===== config.mk =====
export PLATFORM = sky130hd
export DESIGN_NAME = instruction_fetch
export DESIGN_NICKNAME = d
export VERILOG_FILES = /design/src/rtl/instruction_fetch.sv
export SDC_FILE = /design/constraint.sdc
export NUM_CORES = 1
export LEC_CHECK = 0
export ABC_AREA = 1
export CAP_MARGIN = 20
export CELL_PAD_IN_SITES_DETAIL_PLACEMENT = 0
export CELL_PAD_IN_SITES_GLOBAL_PLACEMENT = 1
export CORE_ASPECT_RATIO = 1.1
export CORE_MARGIN = 1
export CORE_UTILIZATION = 33
export DETAILED_ROUTE_END_ITERATION = 10
export GPL_TIMING_DRIVEN = 0
export PLACE_DENSITY = 0.91
export SLEW_MARGIN = 25
export SYNTH_ARGS = -nofsm -noshare
export SYNTH_HDL_FRONTEND = slang
export SYNTH_SLANG_ARGS = --single-unit

===== constraint.sdc =====
create_clock -name clock -period 1.89 [get_ports clock]
set_clock_uncertainty 0.15 [all_clocks]
set_input_delay 0.189 -clock clock [delete_from_list [all_inputs] [get_ports clock]]
set_output_delay 0.189 -clock clock [all_outputs]
set_load 0.02 [all_outputs]

===== src/rtl/instruction_fetch.sv =====
// Fetch stage for a synchronous (one-cycle latency) instruction memory.
// Owns the PC, drives the memory address, and tags each returned word with its PC and a valid flag.
module instruction_fetch #(
   parameter int unsigned ADDR_W = 8,
   parameter int unsigned INSTR_W = 8,
   parameter logic [ADDR_W-1:0] RESET_PC = 8'h00,
   parameter int unsigned CNT_W = 16
) (
   input  logic               clock,
   input  logic               reset_n,
   input  logic               stall,
   input  logic               branch_taken,
   input  logic [ADDR_W-1:0]  branch_target,
   output logic [ADDR_W-1:0]  imem_addr,
   input  logic [INSTR_W-1:0] imem_data,
   output logic [INSTR_W-1:0] instr,
   output logic [ADDR_W-1:0]  instr_pc,
   output logic               instr_valid,
   output logic [CNT_W-1:0]   instr_count
);

   logic [ADDR_W-1:0] r_pc;
   logic [ADDR_W-1:0] r_instr_pc;
   logic              r_valid;
   logic [CNT_W-1:0]  r_count;
   logic              w_hold;
   logic              w_consume;

   // A stall with a valid word re-reads the held address so imem_data stays put.
   assign w_hold    = stall && r_valid;
   assign w_consume = r_valid && (!stall || branch_taken);

   always_comb begin
      imem_addr = r_pc;
      if (branch_taken)
         imem_addr = branch_target;
      else if (w_hold)
         imem_addr = r_instr_pc;
   end

   always_ff @(posedge clock or negedge reset_n) begin
      if (!reset_n) begin
         r_pc       <= RESET_PC;
         r_instr_pc <= '0;
         r_valid    <= 1'b0;
      end else if (branch_taken) begin
         r_instr_pc <= branch_target;
         r_valid    <= 1'b1;
         r_pc       <= branch_target + ADDR_W'(1);
      end else if (!stall) begin
         r_instr_pc <= r_pc;
         r_valid    <= 1'b1;
         r_pc       <= r_pc + ADDR_W'(1);
      end
   end

   always_ff @(posedge clock or negedge reset_n) begin
      if (!reset_n)
         r_count <= '0;
      else if (w_consume && (r_count != '1))
         r_count <= r_count + CNT_W'(1);
   end

   assign instr       = imem_data;
   assign instr_pc    = r_instr_pc;
   assign instr_valid = r_valid;
   assign instr_count = r_count;

endmodule


; ---- Word-level counts from Yosys, hierarchy flattened
; Index checks and enable logic that the tools add are counted.
[classes]
eq_ne = 2
reduce_logical = 5
mux = 8
add_sub_neg = 3
[op_table]
columns = op, n
row1 = 2-to-1 mux 8 bit, 6
row2 = adder 16 x 1 -> 16 bit (second input constant), 1
row3 = adder 8 x 1 -> 8 bit (second input constant), 2
row4 = != test 16 bit (second input constant), 1
row5 = logical AND 1 bit, 3
row6 = 2-to-1 mux 1 bit, 2
row7 = != test 2 x 1 -> 1 bit (second input constant), 1
row8 = zero test 1 bit, 1
row9 = logical OR 1 bit, 1
[word_totals]
reg_bits = 33
input_bits = 20
out_inout_bits = 41
elab_cells = 22

; ---- Depth between registers and ports, before layout
; Gate-level depths: netlist (run 1).
[depth]
word_depth = 4
mapped_depth = 10
mapped_depth_nobuf = 10

; ---- Worst setup path after synthesis (run 1)
; Ideal clock, no wire load.
[synth_timing]
path_kind = register -> register
from = register r_count[0], in the netlist instr_count[0]
to = register r_count[3], in the netlist instr_count[3]
arrival_ps = 1497
required_ps = 1623
path_buffers = 1
stages_incl_launch_ff = 10
period_less_slack_ps = 1764
setup_ps = 117
slack_ps = 126
cell_sequence = dfrtp_1 -> ha_1 -> nand3_4 -> nor2_8 -> nand3_4 -> nand2_4 -> inv_4 -> buf_6 -> nand2_1 -> nand2_1
[synth_via]
elab_chain_cells = 2
elab_cells_between_ends = 3
classes_between = add/sub (1) / eq/ne (1) / reduce/logical (1)
[synth_lines]
columns = element, line
row1 = start: declaration, 25  ; logic [CNT_W-1:0] r_count;
row2 = start signal: assignment, 61  ; r_count <= r_count + CNT_W'(1);
row3 = branches (longest 2 deep; another with adder 16 x 1 -> 16 bit), n/a
; Several ways; the timed one is not identified.
; A chain may end at the register's enable or synchronous reset.

; ---- Worst setup path in the final report (run 1)
[layout_timing]
from = input stall
to = output imem_addr[2]
[layout_via]
elab_chain_cells = 3
[layout_lines]
columns = element, line
row1 = start: declaration, 11  ; input logic stall,
row2 = logical AND 1 bit, 30  ; assign w_hold = stall && r_valid;
row3 = 2-to-1 mux 8 bit, 37  ; else if (w_hold)
row4 = 2-to-1 mux 8 bit, 35  ; if (branch_taken)
row5 = end: declaration, 14  ; output logic [ADDR_W-1:0] imem_addr,
; No other way between the ends.

==> reports/qor.yml, run 1 <==
path_clk_slew_ns: 0.07
route.detailed.drc: 0
min_period_ns: 1.788
portBuffers: 52
crit_type: "primary input to output pin"
ys_seq_area_frac: 0.3988
cts_max_level: 2
final_antenna_net_count: 0
numCtsBuffers: 5
powerDensity_nw_per_um2: 789.1
die_x_um: 77.53
hold_viol: 0
fin_crit_sh: 0.9460
netlist_instances: 296
crit_required_ns: 1.55
firstDrtPassIters: 4
viasPerCell: 4.687
final_core_util: 0.4715
coreArea_um2: 5914
die_h_um: 85.08
finalSetupViolCount: 0
fin_nets: 379
finalPower_w: 0.002201
synth_ff_type: "dfrtp_1"
core.rowCount: 29
avgRoutedWirePerCell_um: 11.67
finalWirelength_um: 5075
reg2reg_depth: 9
drv_cap: 0
synth-edff-count: 0
dieArea_um2: 6596
gp_congestion: 0.8490
root_buffer: "clkbuf_8"
io_pins: 61
reg2reg_to: "instr_count[0]"
reg2reg_from: "instr_count[1]"
netlist_area_um2: 2071
hp-class: "primary input to asynchronous set/reset pin"
ys_warn_count: 0
grt_pass1_wl_um: 8728
total_leakage_power_nw: 1.324
tightest_slew_ns: 0.4796
cts_sinks: 33
worst_setup_path_start_kind: "primary input"
outcome: "completed"
async_flop_share: 1.000
synth_area_per_cell_um2: 6.996
ys_ff_latch: 33
grt_pass1_vias: 1904
synth_cell_types: 25
relSlewSlack: 0.6803
place_inst: 426
antenna_found_initial: 0
whs_ns: 0.2371
vias: 2039
max_freq_ghz: 0.5593
syn-num-nets: 318
initial_core_util: 0.3501
diodes: 0
grt_overflow: 0
rsz0062_at_grt: "true"
grt_max_degree: 18
peakVddDrop_uv: 379.5
cp_data_arrival_time_ns: 1.45
syn2layout_area_growth_pct: 34.68
track_usage: 0.1673
cp-end-kind: "output pin"
dp_hpwl_um: 3806
tritoncts: "done"
slew_violations: 0
drt_iter0_drc: 107
drive_gt1_frac: 0.1369
clkLatencyLatePin_ns: 0.28
worst-path-max-fanout: 10
reg2reg_setup_slack_ns: 0.15
clk_path_buf_depth: 2
layout.cells.non_filler: 435
repair_timing:
item	in CTS	in global routing
cloned	0	0
endpoints found under the hold margin	16	0
setup buffers	0	1
resized for setup	37	13
endpoints found under the setup margin	8	14
hold buffers	1	0
report_power, final:
part           switching [W]  total [W]  internal [W]  leakage [nW]
Combinational       0.000394   0.000732      0.000337         0.861
Sequential          0.000125   0.000936      0.000811         0.419
Clock               0.000277   0.000533      0.000256        0.0450
Total               0.000797    0.00220       0.00140          1.32
placed cells by master, fill, tap and decap left out, drive strengths merged:
cell and n:
or2 1, nand2 130, nor2 31, inv 23
nor3 1, dfrtp 33, clkinv 2, nand3 16
ha 2, clkdlybuf4s50 43, dlygate4sd3 1, o21ai 29
buf 22, xnor2 7, nand4 4, clkbuf 8
a31oi 3, o21bai 1, o211ai 1
cells by family after synthesis:
kind of cell             share of synthesized area
flip-flops                                  0.3988
buffers and inverters                      0.09305
AND/OR/NAND/NOR                             0.3801
adder cells (fa/ha/maj)                    0.01208
AO/OA/AOI/OAI                              0.08641
XOR/XNOR                                   0.02961
cell type report:
| type | instances | area, µm² |
|---|---|---|
| clock buffers | 6 | 72.57 |
| clock inverters | 2 | 10.01 |
| fillers | 589 | 3126 |
| repair buffers | 55 | 520.5 |
| plain buffers | 13 | 102.6 |
| flip-flops and latches | 33 | 825.8 |
| inverters | 23 | 91.34 |
| multi-input cells | 226 | 1070 |
| well taps | 77 | 96.34 |
cell usage after synthesis, types with 2 or more instances:
| master | n | area, µm² |
|---|---|---|
| a31oi_1 | 3 | 18.77 |
| buf_2 | 2 | 10.01 |
| buf_4 | 9 | 67.56 |
| buf_6 | 2 | 22.52 |
| dfrtp_1 | 33 | 825.8 |
| ha_1 | 2 | 25.02 |
| inv_1 | 20 | 75.07 |
| inv_2 | 2 | 7.510 |
| nand2_1 | 125 | 469.2 |
| nand2_2 | 4 | 25.02 |
| nand3_1 | 14 | 70.07 |
| nand3_4 | 2 | 35.03 |
| nand4_1 | 4 | 25.02 |
| nor2_1 | 29 | 108.9 |
| o21ai_0 | 29 | 145.1 |
| xnor2_1 | 7 | 61.31 |
worst max path at each step:
stage              startpoint             end  cells after the start
6_report                stall    imem_addr[2]                      6
5_1_grt          branch_taken         r_pc[6]                     10
4_1_cts                 stall    imem_addr[3]                      6
3_5_place_dp            stall    imem_addr[7]                      6
3_3_place_gp            stall    imem_addr[0]                      6
2_1_floorplan  instr_count[0]  instr_count[3]                      9
sequential cells by signal, indices dropped and copies added (netlist names):
| signal | cells |
|---|---|
| instr_count | 16 |
| instr_pc | 8 |
| instr_valid | 1 |
| r_pc | 8 |
stage by stage:
| stage | TNS, ns | setup WS, ns | cell area, µm² |
|---|---|---|---|
| finish | 0 | 0.1021 | 2789 |
| global route | -0.01612 | -0.01612 | 2789 |
| CTS | 0 | 0.01526 | 2796 |
| detailed placement | -6.419 | -0.6828 | 2710 |
| global placement | -14.88 | -0.6791 | 2688 |
| floorplan | 0 | 0.1264 | 2071 |
layer usage:
metal  global-route usage  wire [µm]  vias to the layer above
li1                     -          -                     1044
met1               0.2022       2237                      924
met2               0.3033       2492                       64
met3              0.03548        304                        7
met4              0.03602         40                        0
met5                    0          0                        -
worst max-delay path, stage by stage:
cell and delay [ns]:
clkdlybuf4s50_1 0.55, nand2_4 0.14, inv_4 0.13, o21ai_0 0.09, o21ai_0 0.16, buf_2 0.19
Note: power is estimated with default switching activity, not from simulation.
==> run 2, diff against run 1 <==
--- a/config.mk
+++ b/config.mk
@@ -11,10 +11,10 @@
 export CELL_PAD_IN_SITES_GLOBAL_PLACEMENT = 1
 export CORE_ASPECT_RATIO = 1.1
 export CORE_MARGIN = 1
-export CORE_UTILIZATION = 33
+export CORE_UTILIZATION = 36
 export DETAILED_ROUTE_END_ITERATION = 10
 export GPL_TIMING_DRIVEN = 0
-export PLACE_DENSITY = 0.91
+export PLACE_DENSITY = 0.95
 export SLEW_MARGIN = 25
 export SYNTH_ARGS = -nofsm -noshare
 export SYNTH_HDL_FRONTEND = slang
==> constraint.sdc (replaced) <==
create_clock -name clock -period 2.2 [get_ports clock]
set_clock_uncertainty 0.15 [all_clocks]
set_input_delay 0.22 -clock clock [delete_from_list [all_inputs] [get_ports clock]]
set_output_delay 0.22 -clock clock [all_outputs]
set_load 0.02 [all_outputs]
==> run 2 against run 1 <==
  * Non-clock buffer count unchanged
  * Register-to-register slack better by 0.26 ns
  * Critical endpoint is now imem_addr[0]
  * Final cell count fell by 0.46%
  * First-iteration DRC count increased by 7.5%
  * Largest cell class unchanged
  * Final area is 0.76% higher
==> reports/qor.yml, run 2 (synthesis gave the netlist of run 1 again) <==
tightest_slew_ns: 0.4337
rsz0062_at_grt: "false"
peakVddDrop_uv: 492.0
finalInstanceArea_um2: 2810
dp_hpwl_um: 3821
powerDensity_nw_per_um2: 692.0
viasPerCell: 4.723
die_x_um: 74.31
cts_sinks: 33
coreArea_um2: 5465
cp-end-kind: "output pin"
layout.cells.non_filler: 433
final_cell_mix: "124 x nand2_1, 43 x clkdlybuf4s50_1, 33 x dfrtp_1"
worst_setup_path_start_kind: "primary input"
fin_crit_sh: 0.9374
path_clk_slew_ns: 0.07
finalWirelength_um: 5169
io_pins: 61
fin_nets: 379
finalSetupViolCount: 0
tritoncts: "done"
relSlewSlack: 0.7078
grt_pass1_vias: 1961
portBuffers: 52
cts_max_level: 2
outcome: "completed"
slew_violations: 0
root_buffer: "clkbuf_8"
hp-class: "primary input to asynchronous set/reset pin"
place_inst: 424
antenna_found_initial: 0
drv_cap: 0
grt_overflow: 0
core.rowCount: 28
cp_data_arrival_time_ns: 1.69
track_usage: 0.1961
diodes: 0
hold_viol: 0
largest_reg_flops: 16
die_h_um: 81.55
worst-path-max-fanout: 10
firstDrtPassIters: 4
min_period_ns: 2.062
grt_pass1_wl_um: 9066
crit_required_ns: 1.83
vias: 2045
route.detailed.drc: 0
total_leakage_power_nw: 1.340
dieArea_um2: 6060
numCtsBuffers: 5
post_cts_buffers: 0
max_freq_ghz: 0.4849
syn2layout_area_growth_pct: 35.71
finalPower_w: 0.001945
clkLatencyLatePin_ns: 0.29
clk_path_buf_depth: 2
initial_core_util: 0.3789
final_antenna_net_count: 0
grt_max_degree: 25
layout_commonest_cell: "nand2_1"
drive_gt1_frac: 0.1117
finalSetupTns_ns: 0
crit_type: "primary input to output pin"
avgRoutedWirePerCell_um: 11.94
placed_area_um2: 2700
drt_iter0_drc: 115
gp_congestion: 0.8831
[run 2: cell types whose count changed in the layout (fill, tap and decap cells not counted), moves of 2 or more]
cell           before  now
dlygate4sd2_1       0    7
clkbuf_8            5    7
o21ai_1             2    0
buf_2               9    3
o21ai_0            27   29
[run 2: final timing paths]
check,slack (ns),to,start,cells after the start
setup / recovery,0.14,imem_addr[0],branch_taken,6
hold / removal,0.17,instr_count[5],reset_n,2
setup reg to reg,0.41,instr_count[12],instr_count[0],9
hold reg to reg,0.36,r_pc[7],r_pc[7],2
max in group asynchronous,1.32,r_pc[7],reset_n,3
min in group clock,0.36,r_pc[7],r_pc[7],2
[run 2: per-layer routing]
layer | GRT usage | share of wire | vias to the layer above | wire length [µm]
met2 | 0.3618 | 0.51 | 48 | 2637
met5 | 0 | 0 | - | 0
met4 | 0.06226 | 0.014 | 0 | 71
li1 | - | - | 1049 | -
met3 | 0.03681 | 0.039 | 7 | 201
met1 | 0.2264 | 0.44 | 941 | 2259
[run 2: area by class of cell]
cell class                      instances  area (µm²)
Multi-Input combinational cell        226        1060
Clock inverter                          1       5.005
Fill cell                             575        2655
Sequential cell                        33       825.8
Inverter                               23       88.84
Timing Repair Buffer                   54       536.8
Tap cell                               75       93.84
Clock buffer                            7       96.34
Buffer                                 14       103.9
[run 2: where the power goes]
part / total (W) / leakage (nW) / internal, W / switching [W]
combinational: 0.000619 / 0.868 / 0.000286 / 0.000333
sequential: 0.000806 / 0.419 / 0.000697 / 0.000109
clock: 0.000520 / 0.0542 / 0.000283 / 0.000237
total: 0.00194 / 1.34 / 0.00127 / 0.000679
[run 2: repair_timing]
action                                 CTS  global route
hold buffers                             1             0
gates resized for setup                 10             3
endpoints found under the hold margin   33             0
setup endpoints to repair                8             7
[run 2: per-stage QoR]
stage	setup slack, ns	hold WS [ns]	utilization
2_1_floorplan	0.4364	-0.2256	-
3_3_place_gp	-0.3909	0.3355	0.4913
3_5_place_dp	-0.3865	-0.04783	0.4940
4_1_cts	0.05796	0.1709	0.5130
5_1_grt	0.002193	0.1905	0.5142
6_report	0.1377	0.1651	0.5142
[run 2: critical path: stages]
cell and delay (ns):
clkdlybuf4s50_1 0.46, inv_2 0.14, buf_2 0.23, o21ai_0 0.14, o21ai_0 0.15, dlygate4sd2_1 0.35
